File: src/rtl/cipher_output_collector.sv
`default_nettype none
// ============================================================================
// Module   : cipher_output_collector
// Purpose  : Gathers four two-share ciphertext words after done rises and
//            presents them as one 128-bit block on a buffered valid/ready port.
// Revision : 1.0
// ============================================================================
module cipher_output_collector #(
    parameter int WORDS = 4,
    parameter int CNT_W = 8
) (
    input  logic                clk,
    input  logic                rst,
    input  logic [31:0]         OutputData0,
    input  logic [31:0]         OutputData1,
    input  logic                done,
    output logic [127:0]        ct_share0,
    output logic [127:0]        ct_share1,
    output logic [127:0]        ct_data,
    output logic                ct_valid,
    input  logic                ct_ready,
    output logic                overflow,
    output logic                frame_err,
    output logic [CNT_W-1:0]    drop_cnt
);

    localparam int         c_BLK_W = 32 * WORDS;
    localparam int         c_CAP_W = 32 * (WORDS - 1);
    localparam logic [1:0] c_LAST  = 2'(WORDS - 1);

    typedef enum logic [0:0] {
        ST_IDLE    = 1'b0,
        ST_CAPTURE = 1'b1
    } state_t;

    state_t               r_state_q, w_state_d;
    logic [1:0]           r_cnt_q,   w_cnt_d;
    logic                 r_done_q,  w_done_d;
    logic [c_CAP_W-1:0]   r_cap0_q,  w_cap0_d;
    logic [c_CAP_W-1:0]   r_cap1_q,  w_cap1_d;
    logic [c_BLK_W-1:0]   r_sh0_q,   w_sh0_d;
    logic [c_BLK_W-1:0]   r_sh1_q,   w_sh1_d;
    logic [c_BLK_W-1:0]   r_data_q,  w_data_d;
    logic                 r_valid_q, w_valid_d;
    logic                 r_ovf_q,   w_ovf_d;
    logic                 r_ferr_q,  w_ferr_d;
    logic [CNT_W-1:0]     r_drop_q,  w_drop_d;

    logic                 w_rise;
    logic                 w_complete;
    logic [c_BLK_W-1:0]   w_blk0;
    logic [c_BLK_W-1:0]   w_blk1;

    assign w_rise = done && !r_done_q;
    // The last word bypasses the capture buffer straight into the output stage.
    assign w_blk0 = {r_cap0_q, OutputData0};
    assign w_blk1 = {r_cap1_q, OutputData1};

    always_comb begin
        w_state_d  = r_state_q;
        w_cnt_d    = r_cnt_q;
        w_done_d   = done;
        w_cap0_d   = r_cap0_q;
        w_cap1_d   = r_cap1_q;
        w_ferr_d   = r_ferr_q;
        w_complete = 1'b0;

        case (r_state_q)
            ST_IDLE: begin
                if (w_rise) begin
                    w_cap0_d[c_CAP_W-1 -: 32] = OutputData0;
                    w_cap1_d[c_CAP_W-1 -: 32] = OutputData1;
                    w_cnt_d   = 2'd1;
                    w_state_d = ST_CAPTURE;
                end
            end
            ST_CAPTURE: begin
                if (w_rise) begin
                    // A fresh done edge mid-block wins: restart with this word 0.
                    w_ferr_d = 1'b1;
                    w_cap0_d[c_CAP_W-1 -: 32] = OutputData0;
                    w_cap1_d[c_CAP_W-1 -: 32] = OutputData1;
                    w_cnt_d  = 2'd1;
                end else if (r_cnt_q == c_LAST) begin
                    w_complete = 1'b1;
                    w_cnt_d    = 2'd0;
                    w_state_d  = ST_IDLE;
                end else begin
                    case (r_cnt_q)
                        2'd1: begin
                            w_cap0_d[63:32] = OutputData0;
                            w_cap1_d[63:32] = OutputData1;
                        end
                        2'd2: begin
                            w_cap0_d[31:0] = OutputData0;
                            w_cap1_d[31:0] = OutputData1;
                        end
                        default: begin
                            w_cap0_d = r_cap0_q;
                            w_cap1_d = r_cap1_q;
                        end
                    endcase
                    w_cnt_d = r_cnt_q + 2'd1;
                end
            end
            default: begin
                w_state_d = ST_IDLE;
                w_cnt_d   = 2'd0;
            end
        endcase
    end

    always_comb begin
        w_sh0_d   = r_sh0_q;
        w_sh1_d   = r_sh1_q;
        w_data_d  = r_data_q;
        w_valid_d = r_valid_q;
        w_ovf_d   = r_ovf_q;
        w_drop_d  = r_drop_q;

        if (w_complete) begin
            if (!r_valid_q || ct_ready) begin
                w_sh0_d   = w_blk0;
                w_sh1_d   = w_blk1;
                w_data_d  = w_blk0 ^ w_blk1;
                w_valid_d = 1'b1;
            end else begin
                w_ovf_d = 1'b1;
                if (r_drop_q != {CNT_W{1'b1}}) begin
                    w_drop_d = r_drop_q + 1'b1;
                end
            end
        end else if (r_valid_q && ct_ready) begin
            w_valid_d = 1'b0;
        end
    end

    always_ff @(posedge clk) begin
        if (rst) begin
            r_state_q <= ST_IDLE;
            r_cnt_q   <= 2'd0;
            // Starts high so a done already asserted at reset release is no edge.
            r_done_q  <= 1'b1;
            r_cap0_q  <= '0;
            r_cap1_q  <= '0;
            r_sh0_q   <= '0;
            r_sh1_q   <= '0;
            r_data_q  <= '0;
            r_valid_q <= 1'b0;
            r_ovf_q   <= 1'b0;
            r_ferr_q  <= 1'b0;
            r_drop_q  <= '0;
        end else begin
            r_state_q <= w_state_d;
            r_cnt_q   <= w_cnt_d;
            r_done_q  <= w_done_d;
            r_cap0_q  <= w_cap0_d;
            r_cap1_q  <= w_cap1_d;
            r_sh0_q   <= w_sh0_d;
            r_sh1_q   <= w_sh1_d;
            r_data_q  <= w_data_d;
            r_valid_q <= w_valid_d;
            r_ovf_q   <= w_ovf_d;
            r_ferr_q  <= w_ferr_d;
            r_drop_q  <= w_drop_d;
        end
    end

    assign ct_share0 = r_sh0_q;
    assign ct_share1 = r_sh1_q;
    assign ct_data   = r_data_q;
    assign ct_valid  = r_valid_q;
    assign overflow  = r_ovf_q;
    assign frame_err = r_ferr_q;
    assign drop_cnt  = r_drop_q;

endmodule
`default_nettype wire

File: config.mk
export PLATFORM = sky130hd
export DESIGN_NAME = cipher_output_collector
export DESIGN_NICKNAME = d
export VERILOG_FILES = /design/src/rtl/cipher_output_collector.sv
export SDC_FILE = /design/constraint.sdc
export NUM_CORES = 1
export LEC_CHECK = 0
export CAP_MARGIN = 20
export CORE_MARGIN = 1.5
export CORE_UTILIZATION = 49
export DETAILED_ROUTE_END_ITERATION = 7
export PLACE_DENSITY_LB_ADDON = 0.08
export SLEW_MARGIN = 5
export SYNTH_ARGS = -nofsm -noshare
export SYNTH_HDL_FRONTEND = slang
export SYNTH_SLANG_ARGS = --single-unit
File: constraint.sdc
create_clock -name clk -period 2.1 [get_ports clk]
set_input_delay 0.315 -clock clk [delete_from_list [all_inputs] [get_ports clk]]
set_output_delay 0.315 -clock clk [all_outputs]
set_load 0.005 [all_outputs]
==> results.md, run 1 <==
* Layout area overhead at 35.6%
* Worst EP arrival at 2.50 ns
* Clock share of power at 0.464
* Vias per cell at 5.31
* Hold Buf Count CTS at 0
* Yosys top cell area share at 0.556
* Routability congestion estimate at 0.848
* Fin crit share at 0.948
* Pint at 17900 uW
* Ys flop type: dfxtp_1
* Seq cells post-synth at 591
* Post-Syn Area at 21300 sq um
* Max-Slew Margin vs Limit at 0.559
* Share of cells above drive strength 1 at 0.0584
* Top post-synthesis cells by count: nand2_1 (901), dfxtp_1 (591), a21oi_1 (454)
* Vias at 19200
* RSZ-0062 raised after global routing: false
* Core area at 43000 sq um
* DPL Wire Length at 48.9 mm
* CTS Buf Count at 58
* Minimum clock period at 1.99 ns
* Pwr dens at 795 nW/um^2
* DR iter-0 viols at 1572
* Register-to-Register Path Depth at 8
* Setup crit start kind: flip-flop
* YS warnings at 0
* Chip width at 211 um
* Clock skew at 0.0201 ns
* Overflow after GRT at 0
* Num rows at 76
* Seq pwr share at 0.496
* Synthesized instance count at 2581
* Comb pwr share at 0.040
* Number of synthesized flops with an enable pin at 0
* Max frequency at 502 MHz
* CP Max Fanout at 11
* Status: complete, no violations
* Total power at 22900 uW
* IO Port Bufs at 462
* Remaining antenna violation count at 0
* Crit Path Category: reg -> reg
* Nets at 3056
* Antenna violations before repair at 1
* Root Buffer: clkbuf_16
* Worst Max-Slew Pin Slew at 0.660 ns
* MaxCap Viol Count at 0
* Synthesized Nets at 2653
* First-pass DRT Iterations at 6
* Footprint of the multi-input gates at 8630 sq um
* DIE AREA at 44600 sq um
* Final Hold Violating Endpoints at 0
* GRT Overall Usage at 0.305
* Count of cell types in the netlist at 28
* Clock Latency Late Sink at 0.61 ns
* Area leader, netlist: dfxtp_1
* CP Launch Point: r_cnt_q[0]$_SDFFE_PP0P_
* Syn_area_per_cell at 8.24 sq um
* Max-slew violations at 0
* Reg-to-reg setup timing slack at 0.11 ns
* Worst hold path class: in -> reg
* Drc violations at 0
* Final worst slack at 0.109 ns
* Reg2reg start: r_cnt_q[0]$_SDFFE_PP0P_
* Die Height at 211 um
* VDD IR-drop max at 0.625 mV
* TritonCTS clock tree: yes
* Fill cell count at 3597
* Leak pwr at 0.00916 uW
* Clock transition at the registers of the reported paths at 0.06 ns
* Synth top area cells: dfxtp_1 (56%), nand2_1 (16%), a21oi_1 (11%)
* Post-synthesis sequential area ratio at 0.556
* Crit path to: ct_data[29]$_SDFFE_PP0P_
* # setup viols final at 0
* Initial Util at 0.495
* Required time worst endpoint at 2.61 ns
* H-tree Lvls at 2
* Flip-flop and latch area at 11800 sq um
* Pre-CTS WS at -0.107 ns
* Worst r2r dst: ct_data[29]$_SDFFE_PP0P_
* FFs w/ async S/R, synth at 0
* Routed Wire Length at 70.8 mm
* IO Pins at 463
* Psw at 5020 uW
* Net Sw Frac at 0.219
* Number of global-route vias before repair at 17600
* TritonCTS Sinks at 591
* Most frequent cell after synthesis: nand2_1
* WL/cell at 19.6 um
* CP Capture Type: flip-flop
* Largest net degree at the start of global routing at 103
* First-pass GRT wire length at 104 mm
* Max Buffers Root-to-Sink at 3
-- worst max-delay path: stages (launching register included) --
cell and delay, ns:
dfxtp_1 0.41, ha_2 0.26, nand2_2 0.11, nor3b_4 0.31, buf_4 0.18, clkbuf_16 0.18, buf_4 0.17, nor2_1 0.05
a211oi_1 0.21
-- state kept, by name (all words and copies together), names as in the netlist --
signal / count
drop_cnt: 8
r_done_q: 1
frame_err: 1
r_cap1_q: 96
r_cap0_q: 96
ct_data: 128
overflow: 1
ct_share0: 128
ct_share1: 128
r_cnt_q: 2
ct_valid: 1
r_state_q: 1
-- area by class of cell --
| class | instances | area share |
|---|---|---|
| clock inverter | 9 | 0.00417 |
| clock buffer | 98 | 0.0640 |
| tap | 585 | 0.0254 |
| inverter | 2 | 0.000260 |
| antenna | 1 | 0.0000868 |
| sequential | 591 | 0.410 |
| timing repair buffer | 536 | 0.196 |
| multi-input combinational | 1795 | 0.299 |
-- power groups by stage --
stage               logic [uW]  registers [uW]  clock network (uW)
finish                     919           11400               10600
global route               970           11400               11200
CTS                        909           11400               10800
detailed placement         905           11600                   0
global placement           897           11600                   0
floorplan                  403           11600                   0
-- cells by family (layout without fill, tap and decap cells) --
kind of cell             Yosys count  count (layout)  synth area share
XOR/XNOR                         128             128            0.0527
buffers and inverters            195             645            0.0402
AO/OA/AOI/OAI                    589             589             0.154
flip-flops                       591             591             0.556
adder cells (fa/ha/maj)            4               4           0.00235
other                              0               1                 0
multiplexers                       2               2           0.00106
AND/OR/NAND/NOR                 1072            1072             0.193
-- per-stage QoR --
step           utilization  std cells  TNS [ns]  hold WS (ns)  area, sq um
3_5_place_dp         0.623       3506     -4.50         0.445        26800
6_report             0.671       3617         0        0.0962        28800
4_1_cts              0.669       3613         0        0.0626        28700
3_3_place_gp         0.623       3506     -2.13         0.442        26800
2_1_floorplan            -       2581         0         0.422        21300
5_1_grt              0.671       3617         0        0.0970        28800
-- layer usage --
layer	vias up	global-route usage	part of all wire
met2	684	0.463	0.44
met1	9124	0.411	0.43
li1	9257	-	-
met5	-	0	0
met3	152	0.0783	0.085
met4	0	0.135	0.042
-- what timing repair did --
item                                    4_1_cts  5_1_grt
resized for setup                             0        6
buffers inserted                              0        1
endpoints found under the setup margin        0       70
-- worst min path at each step --
stage | slack (ns) | startpoint | end | depth (start not counted)
2_1_floorplan | 0.42 | done | r_done_q$_SDFF_PP1_ | 1
3_3_place_gp | 0.44 | ct_share1[117]$_SDFFE_PP0P_ | ct_share1[117]$_SDFFE_PP0P_ | 2
3_5_place_dp | 0.45 | ct_share0[51]$_SDFFE_PP0P_ | ct_share0[51]$_SDFFE_PP0P_ | 2
4_1_cts | 0.06 | rst | ct_share0[29]$_SDFFE_PP0P_ | 2
5_1_grt | 0.1 | rst | ct_share0[28]$_SDFFE_PP0P_ | 2
6_report | 0.1 | rst | ct_share0[28]$_SDFFE_PP0P_ | 2
-- placed cells by master, fill, tap and decap left out, types with 33 or more instances in the layout --
cell type	netlist	final
nand2_1	901	900
dfxtp_1	591	591
clkdlybuf4s50_1	0	461
a21oi_1	454	454
nor2_1	137	137
xnor2_1	128	128
a211oi_1	128	127
clkbuf_16	0	63
buf_4	11	37
buf_12	0	33
No activity file was read; power rests on OpenSTA's default activity.
==> run 2: changes to the inputs <==
--- a/config.mk
+++ b/config.mk
@@ -9,6 +9,7 @@
 export CORE_MARGIN = 1.5
 export CORE_UTILIZATION = 49
 export DETAILED_ROUTE_END_ITERATION = 7
+export DONT_BUFFER_PORTS = 1
 export PLACE_DENSITY_LB_ADDON = 0.08
 export SLEW_MARGIN = 5
 export SYNTH_ARGS = -nofsm -noshare
==> constraint.sdc (replaced) <==
create_clock -name clk -period 2.1 [get_ports clk]
set_input_delay 0.42 -clock clk [delete_from_list [all_inputs] [get_ports clk]]
set_output_delay 0.42 -clock clk [all_outputs]
set_load 0.005 [all_outputs]
==> results.md, run 2 (synthesis results as in run 1) <==
* Status: finished, violations left
* Failing checks: slew limit
* First-pass DRT Iterations at 5
* Share of cells above drive strength 1 at 0.0585
* Leak pwr at 0.00772 uW
* CTS Buf Count at 59
* Worst Max-Slew Pin Slew at 1.71 ns
* WHS Endpoint: ct_data[0]$_SDFFE_PP0P_
* Vias at 17700
* Final core occ at 0.573
* Final worst slack at 0.0543 ns
* Hold Startpoint: OutputData1[0]
* Max frequency at 489 MHz
* Fin crit share at 0.974
* Worst r2r dst: ct_data[50]$_SDFFE_PP0P_
* Pre-CTS WS at 0.0200 ns
* Drc violations at 0
* Routability congestion estimate at 0.834
* Clock Latency Late Sink at 0.61 ns
* Required time worst endpoint at 2.58 ns
* IO Pins at 463
* Overflow after GRT at 0
* Most frequent cells in the layout: nand2_1 (901), dfxtp_1 (590), a21oi_1 (454)
* DIE AREA at 44600 sq um
* Clock skew at 0.0126 ns
* H-tree Lvls at 2
* Minimum clock period at 2.05 ns
* Max-slew violations at 145
* Nets at 2647
* Remaining antenna violation count at 0
* Setup crit start kind: flip-flop
* Worst hold path class: in -> reg
* Layout area overhead at 15.8%
* Routed Wire Length at 71.7 mm
* MaxCap Viol Count at 0
* Core area at 43000 sq um
* Chip width at 211 um
* WL/cell at 22.4 um
* DR iter-0 viols at 1473
* TritonCTS clock tree: yes
* TritonCTS Sinks at 591
* Number of global-route vias before repair at 16200
* Pwr dens at 918 nW/um^2
* Root Buffer: clkbuf_16
* Clock transition at the registers of the reported paths at 0.06 ns
* Commonest non-fill, non-tap cell in the layout: nand2_1
* Num rows at 76
* VDD IR-drop max at 1.04 mV
* Crit Path Category: reg -> reg
* Worst EP arrival at 2.52 ns
* Max Buffers Root-to-Sink at 3
* Antenna violations before repair at 7
* # setup viols final at 0
* Largest net degree at the start of global routing at 594
* Max-Slew Margin vs Limit at -0.143
* IO Port Bufs at 0
* Reg2reg start: r_cnt_q[1]$_SDFFE_PP0P_
* Die Height at 211 um
* Reg-to-reg setup timing slack at 0.05 ns
* Register-to-Register Path Depth at 8
* CP Capture Type: flip-flop
* Final Hold Violating Endpoints at 0
* Initial Util at 0.495
* Hold-critical path depth at 2
* GRT Overall Usage at 0.306
* DPL Wire Length at 44.3 mm
* CP Max Fanout at 36
* First-pass GRT wire length at 104 mm
* Vias per cell at 5.53
* Final setup TNS at 0 ns
[run 2: worst max-delay path by stage]
| stage | cells after the start | from | slack (ns) | endpoint |
|---|---|---|---|---|
| 3_3_place_gp | 7 | r_cnt_q[0]$_SDFFE_PP0P_ | 0.08 | ct_data[124]$_SDFFE_PP0P_ |
| 6_report | 8 | r_cnt_q[1]$_SDFFE_PP0P_ | 0.05 | ct_data[50]$_SDFFE_PP0P_ |
| 5_1_grt | 8 | r_cnt_q[1]$_SDFFE_PP0P_ | -0.06 | ct_data[92]$_SDFFE_PP0P_ |
| 4_1_cts | 7 | r_cnt_q[0]$_SDFFE_PP0P_ | 0.07 | ct_data[1]$_SDFFE_PP0P_ |
| 3_5_place_dp | 7 | r_cnt_q[0]$_SDFFE_PP0P_ | 0.02 | ct_data[1]$_SDFFE_PP0P_ |
| 2_1_floorplan | 5 | done | 0.48 | drop_cnt[5]$_SDFFE_PP0P_ |
[run 2: final cells by class]
class	count	area [sq um]
flip-flops and latches	591	11800
multi-input cells	1795	8630
repair buffers	126	1500
diodes	4	10.0
clock inverters	14	170
inverters	2	7.51
well taps	585	732
clock buffers	88	1740
fillers	4011	18400
[run 2: metrics by stage]
stage | cells | instance area (sq um) | hold slack, ns | total power, uW
2_1_floorplan | 2581 | 21300 | 0.453 | 12000
3_3_place_gp | 3017 | 21700 | 0.461 | 11900
3_5_place_dp | 3017 | 21700 | 0.464 | 11900
4_1_cts | 3183 | 24300 | -0.125 | 22600
5_1_grt | 3204 | 24600 | 0.00510 | 23200
6_report | 3205 | 24600 | 0.0115 | 22600
[run 2: repair_timing]
item	in CTS	in global routing
cloned	0	4
resized for setup	1	9
buffers inserted	0	3
pin swaps	0	1
hold buffers	64	11
hold endpoints to repair	589	89
setup endpoints to repair	1	129
[run 2: critical path, cell delays in order (launching register included)]
cell      delay, ns
dfxtp_1        0.37
ha_2           0.23
nand2_1        0.14
nor3b_4        0.23
buf_4          0.22
buf_12         0.20
buf_12         0.20
nor2_1         0.06
a211oi_1       0.23
[run 2: layer usage]
| metal | track usage | wire (um) | vias to the layer above |
|---|---|---|---|
| met1 | 0.419 | 30800 | 8455 |
| li1 | - | - | 8445 |
| met3 | 0.0997 | 7560 | 135 |
| met2 | 0.456 | 31200 | 676 |
| met4 | 0.0995 | 2160 | 6 |
| met5 | 0 | 34 | - |
[run 2: report_power, final]
part           internal (uW)  switching [uW]
combinational            255             458
sequential             11300            83.3
clock                   6150            4360
total                  17700            4900
==> run 3: changes to the inputs <==
--- a/config.mk
+++ b/config.mk
@@ -6,8 +6,8 @@
 export NUM_CORES = 1
 export LEC_CHECK = 0
 export CAP_MARGIN = 20
-export CORE_MARGIN = 1.5
 export CORE_UTILIZATION = 49
+export CTS_CLUSTER_DIAMETER = 120
 export DETAILED_ROUTE_END_ITERATION = 7
 export DONT_BUFFER_PORTS = 1
 export PLACE_DENSITY_LB_ADDON = 0.08
==> constraint.sdc (replaced) <==
create_clock -name clk -period 2.1 [get_ports clk]
set_input_delay 0.42 -clock clk [delete_from_list [all_inputs] [get_ports clk]]
set_output_delay 0.42 -clock clk [all_outputs]
set_load 0.05 [all_outputs]
==> results.md, run 3 (synthesis results as in run 1) <==
* Num rows at 75
* DIE AREA at 44200 sq um
* Routability congestion estimate at 0.876
* Largest net degree at the start of global routing at 594
* Vias per cell at 5.51
* Hold Slack at -0.0231 ns
* Status: finished, violations left
* Clock share of power at 0.468
* Commonest non-fill, non-tap cell in the layout: nand2_1
* Routed Wire Length at 70.9 mm
* TritonCTS Sinks at 591
* Comb pwr share at 0.030
* TritonCTS clock tree: yes
* Required time worst endpoint at 2.62 ns
* Vias at 17800
* Minimum clock period at 2.07 ns
* Root Buffer: clkbuf_16
* First-pass DRT Iterations at 5
* Layout area overhead at 17.6%
* Drc violations at 0
* IO Pins at 463
* Max frequency at 482 MHz
* Worst EP arrival at 2.59 ns
* VDD IR-drop max at 0.643 mV
* Clock transition at the registers of the reported paths at 0.06 ns
* Clock skew at 0.0279 ns
* Fin crit share at 0.988
* IO Port Bufs at 0
* Seq pwr share at 0.502
* DR iter-0 viols at 1784
* CTS Buf Count at 59
* Chip width at 210 um
* Flip-flop and latch area at 11800 sq um
* Max-slew violations at 0
* Core area at 42400 sq um
* Antenna violations before repair at 6
* CP Capture Type: flip-flop
* Share of cells above drive strength 1 at 0.0646
* Crit Path Category: reg -> reg
* Final setup TNS at 0 ns
* Most frequent cells in the layout: nand2_1 (901), dfxtp_1 (589), a21oi_1 (454)
* Number of global-route vias before repair at 15900
* RSZ-0062 raised after global routing: true
* Final Hold Violating Endpoints at 1
* Fill cell count at 3905
* Net Sw Frac at 0.218
* Total power at 22700 uW
* Max Buffers Root-to-Sink at 3
* CP Max Fanout at 15
* Psw at 4950 uW
* Footprint of the multi-input gates at 8630 sq um
* Failing checks: hold timing
* First-pass GRT wire length at 101 mm
* H-tree Lvls at 2
* Leak pwr at 0.00793 uW
* Setup crit start kind: flip-flop
* Max-Slew Margin vs Limit at 0.103
* Pint at 17800 uW
* GRT Overall Usage at 0.299
* Remaining antenna violation count at 0
* Clock Latency Late Sink at 0.63 ns
* WL/cell at 22.0 um
* MaxCap Viol Count at 0
* Final core occ at 0.589
* Worst Max-Slew Pin Slew at 1.35 ns
* Worst hold path class: in -> reg
* Nets at 2669
* Overflow after GRT at 0
* Pwr dens at 908 nW/um^2
* # setup viols final at 0
* DPL Wire Length at 43.3 mm
* Initial Util at 0.501
* Die Height at 210 um
==> run 3: final cells by class <==
cell class	count	share of cell area
inverter	2	0.000300
tap	577	0.0289
clock buffer	93	0.0718
timing repair buffer	148	0.0734
multi-input combinational	1795	0.345
sequential	591	0.473
antenna	2	0.000200
clock inverter	17	0.00686
==> run 3: power by group through the flow <==
stage / clock network (uW) / logic, uW / registers (uW)
finish: 10600 / 682 / 11400
global route: 11300 / 716 / 11400
CTS: 10800 / 601 / 11400
detailed placement: 0 / 303 / 11600
global placement: 0 / 296 / 11600
floorplan: 0 / 403 / 11600
==> run 3: routing by layer <==
layer | track usage | vias up | routed length [um]
met5 | 0 | - | 53
met4 | 0.0891 | 8 | 1730
met3 | 0.105 | 114 | 7640
met2 | 0.432 | 673 | 30700
met1 | 0.416 | 8481 | 30800
li1 | - | 8492 | -
==> run 3: path summary, 6_finish.rpt <==
path	start	endpoint	slack, ns	cells past startpoint
setup reg to reg	r_cnt_q[1]$_SDFFE_PP0P_	r_cap1_q[10]$_SDFFE_PP0P_	0.03	8
setup / recovery	r_cnt_q[1]$_SDFFE_PP0P_	r_cap1_q[10]$_SDFFE_PP0P_	0.03	8
hold / removal	rst	ct_share0[30]$_SDFFE_PP0P_	-0.02	1
hold reg to reg	r_cap1_q[28]$_SDFFE_PP0P_	ct_share1[60]$_SDFFE_PP0P_	0.48	2
==> run 3: repair_timing <==
item / CTS / global route
setup endpoints to repair: 1 / 179
hold buffers: 74 / 15
setup buffers: 0 / 8
resized for setup: 1 / 23
gates cloned: 0 / 9
endpoints found under the hold margin: 589 / 102
pin swaps: 0 / 1
==> run 3: stage by stage <==
stage          hold WS (ns)  cells  area (sq um)  setup slack [ns]
2_1_floorplan         0.458   2581         21300             0.131
3_3_place_gp          0.465   3007         21700             0.103
3_5_place_dp          0.472   3007         21700          -0.00917
4_1_cts              -0.132   3191         24400            0.0161
5_1_grt             -0.0745   3225         25000           -0.0488
6_report            -0.0231   3225         25000            0.0258
==> run 3: critical path, cell delays in order (launching register included) <==
cell and delay [ns]:
dfxtp_1 0.34, ha_2 0.21, nor2b_2 0.17, buf_4 0.17
nand3_4 0.14, buf_12 0.19, nand2_1 0.07, a21oi_1 0.06
dlygate4sd3_1 0.62
